<file path="config.mk">
export PLATFORM = sky130hd
export DESIGN_NAME = shreg_serializer
export DESIGN_NICKNAME = d
export VERILOG_FILES = /design/src/rtl/shreg_pkg.sv /design/src/rtl/shreg_bit_counter.sv /design/src/rtl/shreg_serializer.sv
export SDC_FILE = /design/constraint.sdc
export NUM_CORES = 1
export LEC_CHECK = 0
export BUFFER_PORTS_ARGS = -buffer_cell sky130_fd_sc_hd__buf_2
export CELL_PAD_IN_SITES_DETAIL_PLACEMENT = 1
export CELL_PAD_IN_SITES_GLOBAL_PLACEMENT = 1
export CORE_MARGIN = 10
export CORE_UTILIZATION = 42
export CTS_CLUSTER_DIAMETER = 100
export CTS_CLUSTER_SIZE = 28
export DETAILED_ROUTE_END_ITERATION = 16
export PLACE_DENSITY = 0.79
export SYNTH_ARGS = -nofsm -noshare
export SYNTH_HDL_FRONTEND = slang
export SYNTH_HIERARCHICAL = 1
export SYNTH_SLANG_ARGS = --single-unit
</file>
<file path="constraint.sdc">
create_clock -name C -period 3.2 [get_ports C]
set_clock_uncertainty 0.1 [all_clocks]
set_input_delay 0.48 -clock C [delete_from_list [all_inputs] [get_ports C]]
set_output_delay 0.48 -clock C [all_outputs]
set_load 0.05 [all_outputs]
</file>
<file path="src/rtl/shreg_pkg.sv">
// Shared state type and sizing helpers for the parallel-to-serial stage
// that feeds the downstream 8-stage shift register.
package shreg_pkg;

    typedef enum logic {
        IDLE,
        SHIFT
    } state_e;

    localparam int DEFAULT_WIDTH = 8;

    function automatic int cnt_bits(input int width);
        return $clog2(width);
    endfunction

endpackage

</file>
<file path="src/rtl/shreg_bit_counter.sv">
// Bit-position counter for the serializer: saturates at WIDTH-1 instead of
// wrapping, and flags the terminal position with a registered at_last.
module shreg_bit_counter
    import shreg_pkg::*;
#(
    parameter int  WIDTH = DEFAULT_WIDTH,
    localparam int CW    = cnt_bits(WIDTH)
) (
    input  logic          C,
    input  logic          R,
    input  logic          load,
    input  logic          en,
    output logic [CW-1:0] cnt,
    output logic          at_last
);

    logic [CW-1:0] cnt_q;
    logic [CW-1:0] cnt_d;
    logic          at_last_q;

    always_comb begin
        cnt_d = cnt_q;
        if (load) begin
            cnt_d = '0;
        end else if (en && (cnt_q != CW'(WIDTH - 1))) begin
            cnt_d = cnt_q + CW'(1);
        end
    end

    // The terminal flag is computed from the next count so it lines up with cnt.
    always_ff @(posedge C) begin
        if (R) begin
            cnt_q     <= '0;
            at_last_q <= 1'b0;
        end else begin
            cnt_q     <= cnt_d;
            at_last_q <= (cnt_d == CW'(WIDTH - 1));
        end
    end

    assign cnt     = cnt_q;
    assign at_last = at_last_q;

endmodule

</file>
<file path="src/rtl/shreg_serializer.sv">
// Parallel-to-serial stage: accepts a word over DV/DR and emits it one bit
// per clock on O with OV/LAST qualifiers, chaining words without a gap.
module shreg_serializer
    import shreg_pkg::*;
#(
    parameter int WIDTH     = DEFAULT_WIDTH,
    parameter bit MSB_FIRST = 1'b1
) (
    input  logic             C,
    input  logic             R,
    input  logic [WIDTH-1:0] D,
    input  logic             DV,
    output logic             DR,
    output logic             O,
    output logic             OV,
    output logic             LAST
);

    localparam int CW = cnt_bits(WIDTH);

    state_e           state_q, state_d;
    logic [WIDTH-1:0] hold_q, hold_d;
    logic             o_q, o_d;
    logic             ov_q, ov_d;
    logic             dr_q, dr_d;
    logic             transfer;
    logic             cnt_load;
    logic             cnt_en;
    logic             out_bit;
    logic [CW-1:0]    cnt;
    logic             at_last;

    assign transfer = DV & dr_q;

    shreg_bit_counter #(
        .WIDTH(WIDTH)
    ) u_counter (
        .C      (C),
        .R      (R),
        .load   (cnt_load),
        .en     (cnt_en),
        .cnt    (cnt),
        .at_last(at_last)
    );

    // Every output is registered from next-state values, so DR never sees DV combinationally.
    always_comb begin
        state_d  = state_q;
        hold_d   = hold_q;
        cnt_load = 1'b0;
        cnt_en   = 1'b0;
        unique case (state_q)
            IDLE: begin
                if (transfer) begin
                    state_d  = SHIFT;
                    hold_d   = D;
                    cnt_load = 1'b1;
                end
            end
            SHIFT: begin
                if (at_last) begin
                    cnt_load = 1'b1;
                    if (transfer) begin
                        hold_d = D;
                    end else begin
                        state_d = IDLE;
                    end
                end else begin
                    cnt_en = 1'b1;
                    hold_d = MSB_FIRST ? (hold_q << 1) : (hold_q >> 1);
                end
            end
        endcase

        out_bit = MSB_FIRST ? hold_d[WIDTH-1] : hold_d[0];
        o_d     = (state_d == SHIFT) & out_bit;
        ov_d    = (state_d == SHIFT);
        dr_d    = (state_d == IDLE) | (cnt_en & (cnt == CW'(WIDTH - 2)));
    end

    always_ff @(posedge C) begin
        if (R) begin
            state_q <= IDLE;
            hold_q  <= '0;
            o_q     <= 1'b0;
            ov_q    <= 1'b0;
            dr_q    <= 1'b1;
        end else begin
            state_q <= state_d;
            hold_q  <= hold_d;
            o_q     <= o_d;
            ov_q    <= ov_d;
            dr_q    <= dr_d;
        end
    end

    assign DR   = dr_q;
    assign O    = o_q;
    assign OV   = ov_q;
    assign LAST = at_last;

endmodule

</file>
==> impl_results.md, run 1 <==
- Sw frac: 29.2%
- Final hold violations: 0
- Worst Slack Setup Final: 1.22 ns
- CTS Hold Bufs: 0
- Post-synth top area share: 39.0%
- Top Ports: 15
- Antenna violations before repair: 0
- Worst-Margin Slew: 0.808 ns
- Ys async rst share: 0%
- Clock Tree Buf Depth: 2
- Die extent in y: 61.4 um
- Final core utilization: 51.3%
- Crit path required time: 3.27 ns
- Number of synthesized flops with an enable pin: 0
- Ys Warns: 6
- Filler Cell Count: 187
- Rows: 14
- Vias in the first global route: 590
- First-pass GRT wire length: 2.77 mm
- Combinational power share: 18.7%
- Peak supply drop: 0.302 mV
- Clk network pwr share: 32.3%
- Global placement routability congestion: 0.749
- Antenna Violating Nets Remaining: 0
- Status: completed
- DRT Pass-1 Iters: 4
- Sw Pwr: 0.118 mW
- Total number of vias: 551
- CP Capture Type: flip-flop
- Avg Cell Area, Syn: 10.3 um^2
- Leading register cell type out of synthesis: dfxtp_1
- Leading post-synthesis cells by cell area: dfxtp_1 39%, a311oi_2 13%, nand3_1 4.9%
- Setup TNS: 0 ns
- Drt first-iter violations: 6
- Yosys reg bits: 14
- Clk sink count: 14
- Placement Setup Slack: 1.23 ns
- Worst Setup SP: u_counter/at_last
- Setup-failing EPs final: 0
- Largest net degree at the start of global routing: 17
- Post-DP HPWL: 1.20 mm
- Antenna cells: 0
- Synth cell types: 24
- Cell taking the most area after synthesis: dfxtp_1
- Critical path's largest stage delay: 0.50 ns
- Post-Syn Nets: 83
- Port Buffers: 14
- Max cap viols: 0
- Fmax: 504 MHz
- Sequential share of power: 49.0%
- TritonCTS clock tree: built
- Vias per std cell: 5.57
- Post-synth top cells: 14 x dfxtp_1, 8 x nand2_1, 7 x nand3_1
- Wire per inst: 16.0 um
- Root Driver: clkbuf_4
- Routed WL: 1.58 mm
- Htree depth: 1
- Post-CTS Setup Bufs: 0
- Power Density: 503 nW/um^2
- Min-Delay Startpoint: hold_q[6]
- Clock-pin slew on the worst setup and hold paths: 0.09 ns
- Slowest cell on crit path: nand2b_1
- Normalized max-slew margin: 46.1%
- Final std cells w/o fill: 99
- Fin. max-slew vios: 0
- Count leader, synth: dfxtp_1
- GRT Total Usage: 10.4%
- Placed insts: 95
- Crit path buffers/inverters: 1
- Clock latency on the worst-skew pair: 0.29 ns
- Layout cells sized above 1: 38.6%
- Worst setup path category: reg2reg
- CP delay by family, top: simple AND/OR/NAND/NOR gates
- Netlist Area Pre-Place: 719 um^2
- Core area: 1560 um^2
- Remaining global-route overflow: 0
- Layout area overhead: 11.1%
- Final min period: 1.98 ns
- Crit-path cells: nand2b_1 > inv_1 > or2b_2 > a31oi_1 > nor4_2
- Resize count post-CTS: 0
- DRC: 0
- Hold slack: 0.385 ns
- Starting Density: 46.1%
- Worst r2r src: u_counter/at_last
- Final period util: 62.0%
- Die width: 61.4 um
- Arrival @ worst endpoint: 2.06 ns
- Post-Syn Instances: 70
- Hold Crit Class: reg2reg
- P_int: 0.285 mW
- P_leak: 0.330 nW
- Worst setup SP type: flip-flop
- Sequential element share of the synthesized area: 39.0%
- Max FO, Critical Path: 16
- RSZ-0062 raised after global routing: false
- CTS Buf Count: 3
- DIE AREA: 3770 um^2
- Final #Nets: 97
## worst paths after layout
check | endpoint | slack (ns) | depth (start not counted)
worst min register to register | O | 0.39 | 2
worst min-delay path | O | 0.39 | 2
worst max register to register | u_counter/at_last | 1.22 | 5
worst max-delay path | u_counter/at_last | 1.22 | 5
## logic make-up (layout without fill, tap and decap cells)
kind of cell               after synthesis  in the layout  synth area share (%)
and+or+nand+nor                         33             33                  26.4
DFF                                     14             14                  39.0
AOI/OAI and AO/OA                       11             11                  18.8
buffers and inverters                    6             19                  6.96
muxes                                    3              3                  4.17
adders and majority gates                2              2                  3.48
xor gates and xnor gates                 1              1                  1.22
## state kept, by name, summed over array words and instances (netlist names)
| name | cells |
|---|---|
| hold_q | 7 |
| u_counter/cnt | 3 |
| DR | 1 |
| O | 1 |
| OV | 1 |
| u_counter/at_last | 1 |
## metal layers
metal	vias up	GRT usage, %	wire, um
met5	-	0	0
met4	0	5.73	31
met3	4	5.35	97
met2	11	15.4	747
met1	260	12.0	704
li1	276	-	-
## layout by cell type (no fill, tap or decap)
master	n
a311oi_2	6
a21oi_4	1
ha_1	2
nand2_1	8
buf_2	14
clkbuf_8	1
nor3_1	4
nor2b_4	1
nand2b_1	2
clkbuf_4	3
o31ai_2	1
nor2_1	6
xnor2_1	1
or2b_2	1
nand3_1	7
a21oi_1	2
mux2i_1	3
nor2_4	1
and4bb_2	1
nor4_2	1
nand2_4	1
inv_1	1
a31oi_1	1
dfxtp_1	14
## stage by stage
step           cell area, um^2  power (mW)
6_report                   800       0.403
3_3_place_gp               763       0.276
4_1_cts                    800       0.408
2_1_floorplan              719       0.265
3_5_place_dp               763       0.277
5_1_grt                    800       0.427
## power by group through the flow
| stage | clock network [mW] | registers (mW) | logic (mW) |
|---|---|---|---|
| finish | 0.130 | 0.197 | 0.0753 |
| global route | 0.144 | 0.199 | 0.0837 |
| CTS | 0.134 | 0.197 | 0.0769 |
| detailed placement | 0 | 0.201 | 0.0763 |
| global placement | 0 | 0.201 | 0.0745 |
| floorplan | 0 | 0.207 | 0.0587 |
## worst register-to-register path, cell delays in order, from the launching register on
cell	delay [ns]
dfxtp_1	0.32
nand2b_1	0.50
inv_1	0.33
or2b_2	0.35
a31oi_1	0.22
nor4_2	0.06
## area by class of cell
class	instances	area, um^2	area share [%]
inverters	1	3.75	0.469
flip-flops and latches	14	280	35.1
repair buffers	14	70.1	8.76
clock buffers	4	36.3	4.54
multi-input cells	50	389	48.7
well taps	16	20.0	2.50
Note: power is estimated with default switching activity, not from simulation.
==> inputs of run 2 (changes only) <==
--- a/config.mk
+++ b/config.mk
@@ -5,15 +5,16 @@
 export SDC_FILE = /design/constraint.sdc
 export NUM_CORES = 1
 export LEC_CHECK = 0
+export ABC_AREA = 1
 export BUFFER_PORTS_ARGS = -buffer_cell sky130_fd_sc_hd__buf_2
 export CELL_PAD_IN_SITES_DETAIL_PLACEMENT = 1
 export CELL_PAD_IN_SITES_GLOBAL_PLACEMENT = 1
 export CORE_MARGIN = 10
-export CORE_UTILIZATION = 42
+export CORE_UTILIZATION = 32
 export CTS_CLUSTER_DIAMETER = 100
 export CTS_CLUSTER_SIZE = 28
 export DETAILED_ROUTE_END_ITERATION = 16
-export PLACE_DENSITY = 0.79
+export PLACE_DENSITY = 0.71
 export SYNTH_ARGS = -nofsm -noshare
 export SYNTH_HDL_FRONTEND = slang
 export SYNTH_HIERARCHICAL = 1
==> constraint.sdc (replaced) <==
create_clock -name C -period 1.6 [get_ports C]
set_clock_uncertainty 0.1 [all_clocks]
set_input_delay 0.24 -clock C [delete_from_list [all_inputs] [get_ports C]]
set_output_delay 0.24 -clock C [all_outputs]
set_load 0.05 [all_outputs]
==> run 2 against run 1 <==
Compared with the run above:
- critical path type unchanged
- area after synthesis shrank 6.3%
- die area grew 15%
- sequential power rose by 120%
- core utilization down 11 points
==> impl_results.md, run 2 <==
- Final min period: 1.41 ns (was 1.98 ns)
- Reg-to-reg slack, setup: 0.19 ns (was 1.22 ns)
- Crit path required time: 1.66 ns (was 3.27 ns)
- Clock Tree Buf Depth: 2 (unchanged)
- Port Buffers: 14 (unchanged)
- Commonest non-fill, non-tap cell in the layout: nand2_1
- Post-Syn Nets: 106 (was 83)
- CTS Buf Count: 3 (unchanged)
- P_leak: 0.379 nW (was 0.330 nW)
- RSZ-0062 raised after global routing: false (unchanged)
- Worst setup path category: reg2reg (unchanged)
- Most frequent cells in the layout: 16 x nand2_1, 14 x dfxtp_1, 14 x buf_2, 12 x inv_1 (was 14 x dfxtp_1, 14 x buf_2, 8 x nand2_1, 7 x nand3_1)
- Setup-failing EPs final: 0 (unchanged)
- Final std cells w/o fill: 137 (was 99)
- Normalized max-slew margin: 73.4% (was 46.1%)
- Max reg flops: 8 (was 7)
- Post-synth top area share: 44.5% (was 39.0%)
- Worst-Margin Slew: 0.397 ns (was 0.808 ns)
- Number of synthesized flops with an enable pin: 0 (unchanged)
- Die extent in y: 65.9 um (was 61.4 um)
- Antenna Violating Nets Remaining: 0 (unchanged)
- DRT Pass-1 Iters: 4 (unchanged)
- Hold Crit Class: in2reg (was reg2reg)
- Final period util: 88.3% (was 62.0%)
- Clk sink count: 15 (was 14)
- Remaining global-route overflow: 0 (unchanged)
- Die width: 65.9 um (was 61.4 um)
- Placement Setup Slack: 0.207 ns (was 1.23 ns)
- Final hold violations: 0 (unchanged)
- Post-DP HPWL: 1.33 mm (was 1.20 mm)
- Routed WL: 1.66 mm (was 1.58 mm)
- Post-Syn Instances: 93 (was 70)
- Ys async rst share: 0% (unchanged)
- Vias in the first global route: 648 (was 590)
- Arrival @ worst endpoint: 1.48 ns (was 2.06 ns)
- Synth cell types: 16 (was 24)
- Filler Cell Count: 255 (was 187)
- Post-synth top cells: 16 x nand2_1, 15 x dfxtp_1, 12 x inv_1 (was 14 x dfxtp_1, 8 x nand2_1, 7 x nand3_1)
- Layout area overhead: 17.8% (was 11.1%)
- CP Capture Type: flip-flop (unchanged)
- Antenna violations before repair: 0 (unchanged)
- Final #Nets: 124 (was 97)
- Count leader, synth: nand2_1 (was dfxtp_1)
- Netlist Area Pre-Place: 674 um^2 (was 719 um^2)
- Cell taking the most area after synthesis: dfxtp_1 (unchanged)
- Vias per std cell: 4.65 (was 5.57)
- Worst Slack Setup Final: 0.187 ns (was 1.22 ns)
- Resize count post-CTS: 0 (unchanged)
- Sequential element share of the synthesized area: 44.5% (was 39.0%)
- Leading register cell type out of synthesis: dfxtp_1 (unchanged)
- GRT Total Usage: 8.22% (was 10.4%)
- Top Ports: 15 (unchanged)
- Peak supply drop: 0.458 mV (was 0.302 mV)
- Fin. max-slew vios: 0 (unchanged)
- Htree depth: 1 (unchanged)
- Power Density: 1010 nW/um^2 (was 503 nW/um^2)
- Max cap viols: 0 (unchanged)
- Starting Density: 34.0% (was 46.1%)
- Total number of vias: 637 (was 551)
- Avg Cell Area, Syn: 7.25 um^2 (was 10.3 um^2)
- Root Driver: clkbuf_4 (unchanged)
- Antenna cells: 0 (unchanged)
- CTS Hold Bufs: 0 (unchanged)
- Placed insts: 133 (was 95)
- Max FO, Critical Path: 4 (was 16)
- Clock latency on the worst-skew pair: 0.28 ns (was 0.29 ns)
- Largest net degree at the start of global routing: 15 (was 17)
- Leading post-synthesis cells by cell area: dfxtp_1 45%, nand2_1 8.9%, inv_1 6.7% (was dfxtp_1 39%, a311oi_2 13%, nand3_1 4.9%)
- First-pass GRT wire length: 2.86 mm (was 2.77 mm)
- DRC: 0 (unchanged)
- Fmax: 708 MHz (was 504 MHz)
- Global placement routability congestion: 0.790 (was 0.749)
- Final core utilization: 40.1% (was 51.3%)
- Drt first-iter violations: 20 (was 6)
- DIE AREA: 4340 um^2 (was 3770 um^2)
- Top reg by flops: hold_q (unchanged)
- Layout cells sized above 1: 24.5% (was 38.6%)
- Wire per inst: 12.1 um (was 16.0 um)
- Core area: 1980 um^2 (was 1560 um^2)
- Yosys reg bits: 15 (was 14)
- Setup TNS: 0 ns (unchanged)
- Post-CTS Setup Bufs: 0 (unchanged)
- Clock-pin slew on the worst setup and hold paths: 0.08 ns (was 0.09 ns)
- Rows: 16 (was 14)
- Status: completed (unchanged)
- TritonCTS clock tree: built (unchanged)
- Worst setup SP type: flip-flop (unchanged)
- Ys Warns: 6 (unchanged)
run 2: cell count changes after synthesis, moves of 3 or more:
cell | previous run | this run
o21ai_0 | 0 | 7
a21oi_1 | 2 | 8
nand2_1 | 8 | 16
buf_2 | 3 | 0
o21ai_1 | 0 | 6
inv_2 | 0 | 3
a311oi_2 | 6 | 0
inv_1 | 1 | 12
mux2i_1 | 3 | 0
run 2: worst max-delay path, cell delays in order (launching register included):
cell	delay, ns
dfxtp_1	0.33
ha_1	0.20
ha_1	0.18
inv_2	0.08
nand2_2	0.07
o21ai_0	0.26
nor2_1	0.08
run 2: report_power, final:
part           internal (mW)  switching, mW
Combinational         0.0572          0.112
Clock                 0.0966          0.114
Sequential             0.407         0.0183
run 2: worst paths after layout:
check / start / endpoint / cells after the start
worst max-delay path: u_counter/cnt[0] / u_counter/at_last / 6
worst min-delay path: R / hold_q[7] / 2
worst max register to register: u_counter/cnt[0] / u_counter/at_last / 6
worst min register to register: u_counter/cnt[0] / DR / 1
run 2: cells by family (layout without fill, tap and decap cells):
family	Yosys count	count (layout)	synth area share (%)
compound gates	22	22	16.9
fa+ha+maj	2	2	3.71
buf+inv	17	34	11.1
flops	15	15	44.5
simple gates	37	37	23.7
run 2: stage by stage:
stage / hold WS [ns] / power [mW] / area [um^2]
floorplan: 0.212 / 0.555 / 676
global placement: 0.373 / 0.597 / 768
detailed placement: 0.375 / 0.605 / 768
CTS: 0.120 / 0.824 / 795
global route: 0.129 / 0.868 / 795
finish: 0.129 / 0.804 / 795
run 2: final cells by class:
class | count | area [um^2] | area share, %
clock buffers | 4 | 26.3 | 3.31
inverters | 15 | 56.3 | 7.09
multi-input cells | 61 | 299 | 37.6
flip-flops and latches | 15 | 302 | 38.0
well taps | 27 | 33.8 | 4.25
repair buffers | 15 | 77.6 | 9.76
run 2: layer usage:
layer	vias to the layer above	wire, um	GRT usage [%]
li1	335	-	-
met1	288	745	9.36
met2	12	790	12.8
met3	2	110	3.56
met4	0	9	4.01
met5	-	0	0
